## config.mk

```make
export PLATFORM = sky130hd
export DESIGN_NAME = bus_mux_arb
export DESIGN_NICKNAME = d
export VERILOG_FILES = /design/src/rtl/bus_mux_arb.sv
export SDC_FILE = /design/constraint.sdc
export NUM_CORES = 1
export LEC_CHECK = 0
export ABC_CLOCK_PERIOD_IN_PS = 2270
export BUFFER_PORTS_ARGS = -buffer_cell sky130_fd_sc_hd__buf_2
export CAP_MARGIN = 20
export CORE_AREA = 3 3 130 132
export DETAILED_ROUTE_END_ITERATION = 6
export DIE_AREA = 0 0 133 135
export PLACE_DENSITY = 0.56
export SETUP_SLACK_MARGIN = 0.05
export SYNTH_ARGS = -nofsm -noshare
export SYNTH_HDL_FRONTEND = slang
export SYNTH_SLANG_ARGS = --single-unit
```

## constraint.sdc

```tcl
create_clock -name clk -period 2.27 [get_ports clk]
set_input_delay 0.227 -clock clk [delete_from_list [all_inputs] [get_ports clk]]
set_output_delay 0.227 -clock clk [all_outputs]
set_load 0.02 [all_outputs]
```

## src/rtl/bus_mux_arb.sv

```systemverilog
// N-input registered bus mux with round-robin arbitration and a single backpressured output stage.
// Define BUS_MUX_ARB_FIXED_PRIO_EN to replace round-robin with fixed lowest-index-wins priority.
module bus_mux_arb #(
  parameter int WIDTH = 64,
  parameter int NUM_IN = 4,
  localparam int SEL_W = (NUM_IN > 2) ? $clog2(NUM_IN) : 1
) (
  input  logic                    clk,
  input  logic                    reset,
  input  logic [NUM_IN*WIDTH-1:0] in_data,
  input  logic [NUM_IN-1:0]       in_valid,
  output logic [NUM_IN-1:0]       in_ready,
  output logic [WIDTH-1:0]        out_data,
  output logic                    out_valid,
  input  logic                    out_ready,
  output logic [SEL_W-1:0]        out_sel
);

  logic [WIDTH-1:0]  chan_data [NUM_IN];
  logic [WIDTH-1:0]  out_data_reg;
  logic              out_valid_reg;
  logic [SEL_W-1:0]  out_sel_reg;
  logic              load_en;
  logic              grant_any;
  logic [SEL_W-1:0]  grant_idx;
  logic [NUM_IN-1:0] grant;

  genvar gi;
  generate
    for (gi = 0; gi < NUM_IN; gi++) begin : g_chan
      assign chan_data[gi] = in_data[gi*WIDTH +: WIDTH];
      assign grant[gi]     = grant_any && (grant_idx == SEL_W'(gi));
      // Reset gates ready so no source believes a beat was taken while state is being cleared.
      assign in_ready[gi]  = !reset && load_en && grant[gi];
    end
  endgenerate

  assign load_en = !out_valid_reg || out_ready;

`ifdef BUS_MUX_ARB_FIXED_PRIO_EN
  always_comb begin
    grant_any = 1'b0;
    grant_idx = '0;
    // Descending scan so the lowest-index requester is the last (winning) assignment.
    for (int c = NUM_IN - 1; c >= 0; c--) begin
      if (in_valid[c]) begin
        grant_any = 1'b1;
        grant_idx = SEL_W'(c);
      end
    end
  end
`else
  logic [SEL_W-1:0] last_grant_reg;
  logic [5:0]       cand;

  always_comb begin
    grant_any = 1'b0;
    grant_idx = '0;
    cand      = '0;
    // Search starts just after the previous winner and wraps, giving round-robin order.
    for (int k = 1; k <= NUM_IN; k++) begin
      cand = 6'(last_grant_reg) + 6'(k);
      if (cand >= 6'(NUM_IN)) begin
        cand = cand - 6'(NUM_IN);
      end
      if (!grant_any && in_valid[cand[SEL_W-1:0]]) begin
        grant_any = 1'b1;
        grant_idx = cand[SEL_W-1:0];
      end
    end
  end

  always_ff @(posedge clk) begin
    if (reset) begin
      last_grant_reg <= SEL_W'(NUM_IN - 1);
    end else if (load_en && grant_any) begin
      last_grant_reg <= grant_idx;
    end
  end
`endif

  always_ff @(posedge clk) begin
    if (reset) begin
      out_valid_reg <= 1'b0;
      out_data_reg  <= '0;
      out_sel_reg   <= '0;
    end else if (load_en) begin
      if (grant_any) begin
        out_valid_reg <= 1'b1;
        out_data_reg  <= chan_data[grant_idx];
        out_sel_reg   <= grant_idx;
      end else begin
        out_valid_reg <= 1'b0;
      end
    end
  end

  assign out_data  = out_data_reg;
  assign out_valid = out_valid_reg;
  assign out_sel   = out_sel_reg;

endmodule
```

==> out/metrics.cfg, run 1 <==
[critical_path]
critPathLaunch = last_grant_reg[0]
setup.reg_to_reg.worst_slack_ns = 0.33
worst_r2r_path_depth = 6
path_depth = 6
worst_path_dominant_cell_family = simple AND/OR/NAND/NOR gates
path_buf_inv = 2
worst_path_max_delay_cell = dfxtp_1
cp.arrival_ns = 1.77
path_cells = nand2b_2 -> nand3_1 -> nand2_2 -> buf_12 -> and2_1 -> buf_2
crit_path_start_kind = flip-flop
crit_type = reg -> out
cp_slowest_stage_delay_ns = 0.46
worstReg2RegStart = last_grant_reg[0]
cp-end-kind = output pin
critPathMaxFanout = 33
worst_ep_required_time_ns = 2.04
rr_endpoint = out_data[47]

[synth]
async_reset_ff_share_pct = 0
yosysTopAreaCellShare_pct = 34.1
netlist_instances = 499
yosysSeqAreaShare_pct = 34.1
netlist_area_sq_um = 4050
yosys-top-cells-area = dfxtp_1, nand3_1, a221oi_1
synth_edf_count = 0
synth_cell_types = 35
ys_warn_count = 0
ys_ff_latch = 69
syn_nets = 762
yosysTopAreaCell = dfxtp_1
synthAdderAreaFrac_pct = 0
synth_compound_area_share_pct = 32.4
syn_avg_cell_area_sq_um = 8.11
synthMuxAreaShare_pct = 0
yosys.area_share.simple_pct = 25.4
ys.flop_type = dfxtp_1
synth_top_family_by_area = compound AO/OA/AOI/OAI gates
synth_xor_area_share_pct = 0

[timing]
fin_skew_ns = 0.0117
fmax_mhz = 500
min_period_over_period_pct = 88.1
slew-limit-headroom_pct = 62.7
hold_violations = 0
setup_viol = 0
finalCriticalPeriod_ns = 2.00
tightest_slew_ns = 0.560
fin_setup_tns_ns = 0
rsz0062_at_grt = false
slew_violations = 0
fin_ws_ns = 0.270

[placement]
place_ws_ns = 0.334
port_buffers = 333
dp_cells = 999
routabilityCongestion = 0.840
dpl.hpwl_um = 13500

[detailed_routing]
drt-initial-drc-count = 333
avgRoutedWirePerCell_um = 18.3
final_antenna_net_count = 0
drc = 0
vias_per_cell = 5.31
wirelength_um = 18600
firstDrtPassIters = 5
vias = 5385

[global_route]
grt_overflow = 0
grt_max_degree = 65
grt_pass1_vias = 5408
grt_antenna_before_repair = 0
grt_use_total_pct = 19.8
grt_pass1_wl_um = 28400

[clock_tree]
cts_tree = done
clk_path_buf_depth = 2
root_buffer = clkbuf_16
htreeDepth = 3
clk_pin_slew_ns = 0.06
postCtsHoldBufs = 0
postCtsSetupBuffers = 0
cts_resized = 0
cts.sinks = 69
numCtsBuffers = 9
clk_latency_ns = 0.34

[cells_and_area]
fill_cells = 1654
n_antenna_cell = 0
drive_above_1_share_pct = 48.3
syn2layout_area_growth_pct = 53.6
nNetsFinal = 1057
fin_cells = 1015
largest_reg_flops = 64

[floorplan]
die_area_sq_um = 18000
die_y_um = 135
placeableCoreArea_sq_um = 15800
ios = 334
row_count = 46
die_w_um = 133
initial_core_util_pct = 25.6

[power]
leakage_uw = 0.00281
power-per-cell-area_nw_per_um2 = 707
p_total_uw = 4390
peakVddDrop_mv = 0.316

[flow_run]
max-cap-violations = 0

[hold_path]
worstHoldEndpoint = out_data[1]
min_from = in_data[193]
holdPathStages = 3
hp-class = in -> reg

[outcome]
outcome = complete, no violations

## cell usage in the layout, fill, tap and decap left out, drive strengths merged
cell type  synthesis  layout
o22ai              2       2
clkinvlp           0       1
o21bai             1       1
buf               36     349
nand2b             3       3
bufinv             0       1
nor2              76      76
and3               1       1
o41ai              1       1
dfxtp             69      69
clkbuf            29      11
clkinv             0       3
o221a              1       1
a221oi            61      61
a31oi              2       2
nand3            125     125
and2               2       2
inv                1       1
o21ai              1       1
a311oi            64      64
nor3               4       4
nor2b              2       2
a21boi             1       1
a21oi              5       5
or3                1       1
nor4               1       1
nand2              5       5
o21a               1       1
a222oi             4       4
## power by group
| group | total (uW) | switching, uW | internal, uW |
|---|---|---|---|
| logic | 1520 | 917 | 599 |
| registers | 1440 | 77.5 | 1360 |
| clock network | 1440 | 556 | 883 |
| total | 4390 | 1550 | 2840 |
## how the worst max path moves through the flow
stage,to,slack (ns)
3_3_place_gp,out_data[46],0.37
4_1_cts,in_ready[0],0.25
5_1_grt,out_data[52],0.14
6_report,in_ready[0],0.27
3_5_place_dp,out_data[62],0.33
2_1_floorplan,in_ready[0],0.55
## cells by family (layout without fill, tap and decap cells)
family,after synthesis,after routing
AO/OA/AOI/OAI,144,144
buffers and inverters,66,366
flip-flops,69,69
AND/OR/NAND/NOR,220,220
## synth_stat cells, types with 2 or more instances
cell and n:
a21oi_1 5, a221oi_1 60, a222oi_1 4, a311oi_1 54, a311oi_2 10, a31oi_1 2
and2_1 2, buf_2 27, buf_4 4, buf_6 4, clkbuf_1 29, dfxtp_1 69
nand2_1 5, nand2b_1 2, nand3_1 125, nor2_1 74, nor2_2 2, nor3_1 3
o22ai_1 2
## layer usage
layer / global-route usage (%) / wire [um] / up-vias / share of wire [%]
met5: 0 / 0 / - / 0
met4: 6.52 / 274 / 0 / 1.5
met3: 5.48 / 1670 / 22 / 9.0
met2: 35.2 / 9220 / 281 / 50
met1: 22.9 / 7410 / 2497 / 40
li1: - / - / 2585 / -
## worst min-delay path: stages
cell and delay (ns):
buf_2 0.10, nand3_1 0.05, a311oi_1 0.07
## area by class of cell
class                           instances  area (sq um)  share of cell area, %
Clock buffer                           11           243                   3.90
Inverter                                1          3.75                 0.0604
Tap cell                              216           270                   4.35
Timing Repair Buffer                  349          1890                   30.3
Multi-Input combinational cell        364          2370                   38.2
Sequential cell                        69          1380                   22.2
Clock inverter                          5          60.1                  0.966
## metrics by stage
| step | area [sq um] | util (%) | hold slack (ns) |
|---|---|---|---|
| finish | 6220 | 39.3 | 0.156 |
| global route | 6220 | 39.3 | 0.152 |
| floorplan | 4050 | - | 0.397 |
| detailed placement | 5920 | 37.4 | 0.452 |
| global placement | 5920 | 37.4 | 0.445 |
| CTS | 6220 | 39.3 | 0.141 |
No activity file was read; power rests on OpenSTA's default activity.
==> run 2: changes to the inputs <==
--- a/config.mk
+++ b/config.mk
@@ -8,10 +8,10 @@
 export ABC_CLOCK_PERIOD_IN_PS = 2270
 export BUFFER_PORTS_ARGS = -buffer_cell sky130_fd_sc_hd__buf_2
 export CAP_MARGIN = 20
-export CORE_AREA = 3 3 130 132
+export CORE_AREA = 2 2 129 131
 export DETAILED_ROUTE_END_ITERATION = 6
-export DIE_AREA = 0 0 133 135
-export PLACE_DENSITY = 0.56
+export DIE_AREA = 0 0 131 133
+export PLACE_DENSITY = 0.57
 export SETUP_SLACK_MARGIN = 0.05
 export SYNTH_ARGS = -nofsm -noshare
 export SYNTH_HDL_FRONTEND = slang
==> run 2 against run 1 <==
  * Power increased by 7.6%
  * Critical path type unchanged
  * Sequential cell count did not move
  * First-iteration DRC count increased by 2.4%
  * Global-route usage is 0.56 points higher
  * Largest cell class unchanged
  * Highest routed layer unchanged
  * Register-to-register slack lost 0.10 ns
  * Clock skew decreased by 0.0059 ns
==> out/metrics.cfg, run 2 (synthesis gave the netlist of run 1 again) <==
[floorplan]
placeableCoreArea_sq_um = 16200  ; +2.2%
die_w_um = 131  ; -1.5%
die_area_sq_um = 17400  ; -3.0%
ios = 334  ; unchanged
die_y_um = 133  ; -1.5%
initial_core_util_pct = 25.0  ; -0.54 points
row_count = 47  ; +2.2%

[global_route]
grt_overflow = 0  ; unchanged
grt_pass1_vias = 5305  ; -1.9%
grt_pass1_wl_um = 27500  ; -3.3%
grt_antenna_before_repair = 2  ; +2
grt_use_total_pct = 20.3  ; +0.56 points
grt_max_degree = 96  ; +48%

[critical_path]
crit_path_start_kind = flip-flop
setup.reg_to_reg.worst_slack_ns = 0.23  ; -0.10 ns
cp-end-kind = output pin
critPathMaxFanout = 37  ; +12%
crit_type = reg -> out
worst_ep_required_time_ns = 2.04  ; about the same
cp.arrival_ns = 1.82  ; +0.05 ns

[clock_tree]
root_buffer = clkbuf_16
numCtsBuffers = 9  ; unchanged
postCtsHoldBufs = 0  ; unchanged
cts_tree = done
cts.sinks = 69  ; unchanged
clk_path_buf_depth = 2  ; unchanged
htreeDepth = 3  ; unchanged
clk_latency_ns = 0.33  ; about the same
clk_pin_slew_ns = 0.06  ; about the same

[timing]
fin_skew_ns = 0.00587  ; -0.00586 ns
slew-limit-headroom_pct = 61.8  ; -0.90 points
setup_viol = 0  ; unchanged
fmax_mhz = 489  ; -2.2%
rsz0062_at_grt = false
fin_setup_tns_ns = 0  ; unchanged
min_period_over_period_pct = 90.0  ; +1.9 points
tightest_slew_ns = 0.572  ; +0.0129 ns
hold_violations = 0  ; unchanged
finalCriticalPeriod_ns = 2.04  ; +0.0440 ns
slew_violations = 0  ; unchanged

[detailed_routing]
drc = 0  ; unchanged
vias = 5476  ; +1.7%
final_antenna_net_count = 0  ; unchanged
drt-initial-drc-count = 341  ; +2.4%
firstDrtPassIters = 5  ; unchanged
wirelength_um = 18800  ; +1.1%
highest_layer = met4
wl_met1_um = 7440  ; +0.40%
wl_met3_um = 1630  ; -2.3%
vias_per_cell = 5.37  ; +1.2%
avgRoutedWirePerCell_um = 18.4  ; +0.65%
wl_met2_um = 9210  ; -0.18%

[placement]
dpl.hpwl_um = 13100  ; -2.5%
dp_cells = 1001  ; +0.20%
port_buffers = 333  ; unchanged
routabilityCongestion = 0.841  ; +0.14%

[cells_and_area]
drive_above_1_share_pct = 48.5  ; +0.19 points
largest_reg_flops = 64  ; unchanged
final_common_cell = buf_2
nNetsFinal = 1056  ; -0.095%
fin_cells = 1020  ; +0.49%
fill_cells = 1723  ; +4.2%
layout_common_cells = buf_2, nand3_1, nor2_1, dfxtp_1, a221oi_1
syn2layout_area_growth_pct = 55.2

[power]
peakVddDrop_mv = 0.416  ; +32%
power-per-cell-area_nw_per_um2 = 753  ; +6.5%
p_total_uw = 4730  ; +7.6%
leakage_uw = 0.00283  ; +0.88%

[flow_run]
max-cap-violations = 0  ; unchanged

[hold_path]
hp-class = in -> reg

[outcome]
outcome = complete, no violations

## run 2: path summary, 6_finish.rpt
path,start,end,depth (start not counted)
max reg2reg,last_grant_reg[0],out_data[43],6
max,last_grant_reg[0],in_ready[0],6
min,in_data[198],out_data[6],3
min reg2reg,out_sel[1],out_sel[1],2
## run 2: per-stage QoR
step / worst slack (ns) / util [%] / instance area (sq um) / hold slack (ns)
2_1_floorplan: 0.553 / - / 4050 / 0.397
3_3_place_gp: 0.162 / 36.4 / 5890 / 0.445
3_5_place_dp: 0.0864 / 36.4 / 5890 / 0.453
4_1_cts: 0.0966 / 38.7 / 6270 / 0.143
5_1_grt: 0.104 / 38.8 / 6280 / 0.159
6_report: 0.226 / 38.8 / 6280 / 0.161
## run 2: repair_timing
action                                  in CTS  in global routing
resized for setup                            0                  1
buffers inserted                             0                  0
endpoints found under the setup margin       0                 24
## run 2: final cells by class
| type | instances | area (sq um) | area share (%) |
|---|---|---|---|
| Inverter | 1 | 3.75 | 0.0598 |
| Sequential cell | 69 | 1380 | 22.0 |
| Clock buffer | 10 | 239 | 3.80 |
| Multi-Input combinational cell | 365 | 2380 | 37.9 |
| Antenna cell | 2 | 5.00 | 0.0797 |
| Tap cell | 220 | 275 | 4.38 |
| Clock inverter | 6 | 134 | 2.13 |
| Timing Repair Buffer | 347 | 1860 | 29.6 |
## run 2: critical path, stage by stage (launching register included)
cell,delay (ns)
dfxtp_1,0.45
nand2b_2,0.24
nand3_1,0.11
nand2_2,0.12
buf_12,0.21
and2_1,0.16
buf_2,0.17
## run 2: per-layer routing
metal	vias up	GRT usage [%]
met2	274	36.5
li1	2587	-
met1	2577	22.6
met4	0	8.22
met3	38	4.85
met5	-	0
## run 2: report_power, final
group	internal (uW)	leakage, uW	total (uW)	switching [uW]
combinational	588	0.00207	1510	918
clock	1220	0.000183	1780	564
sequential	1360	0.000574	1440	80.2
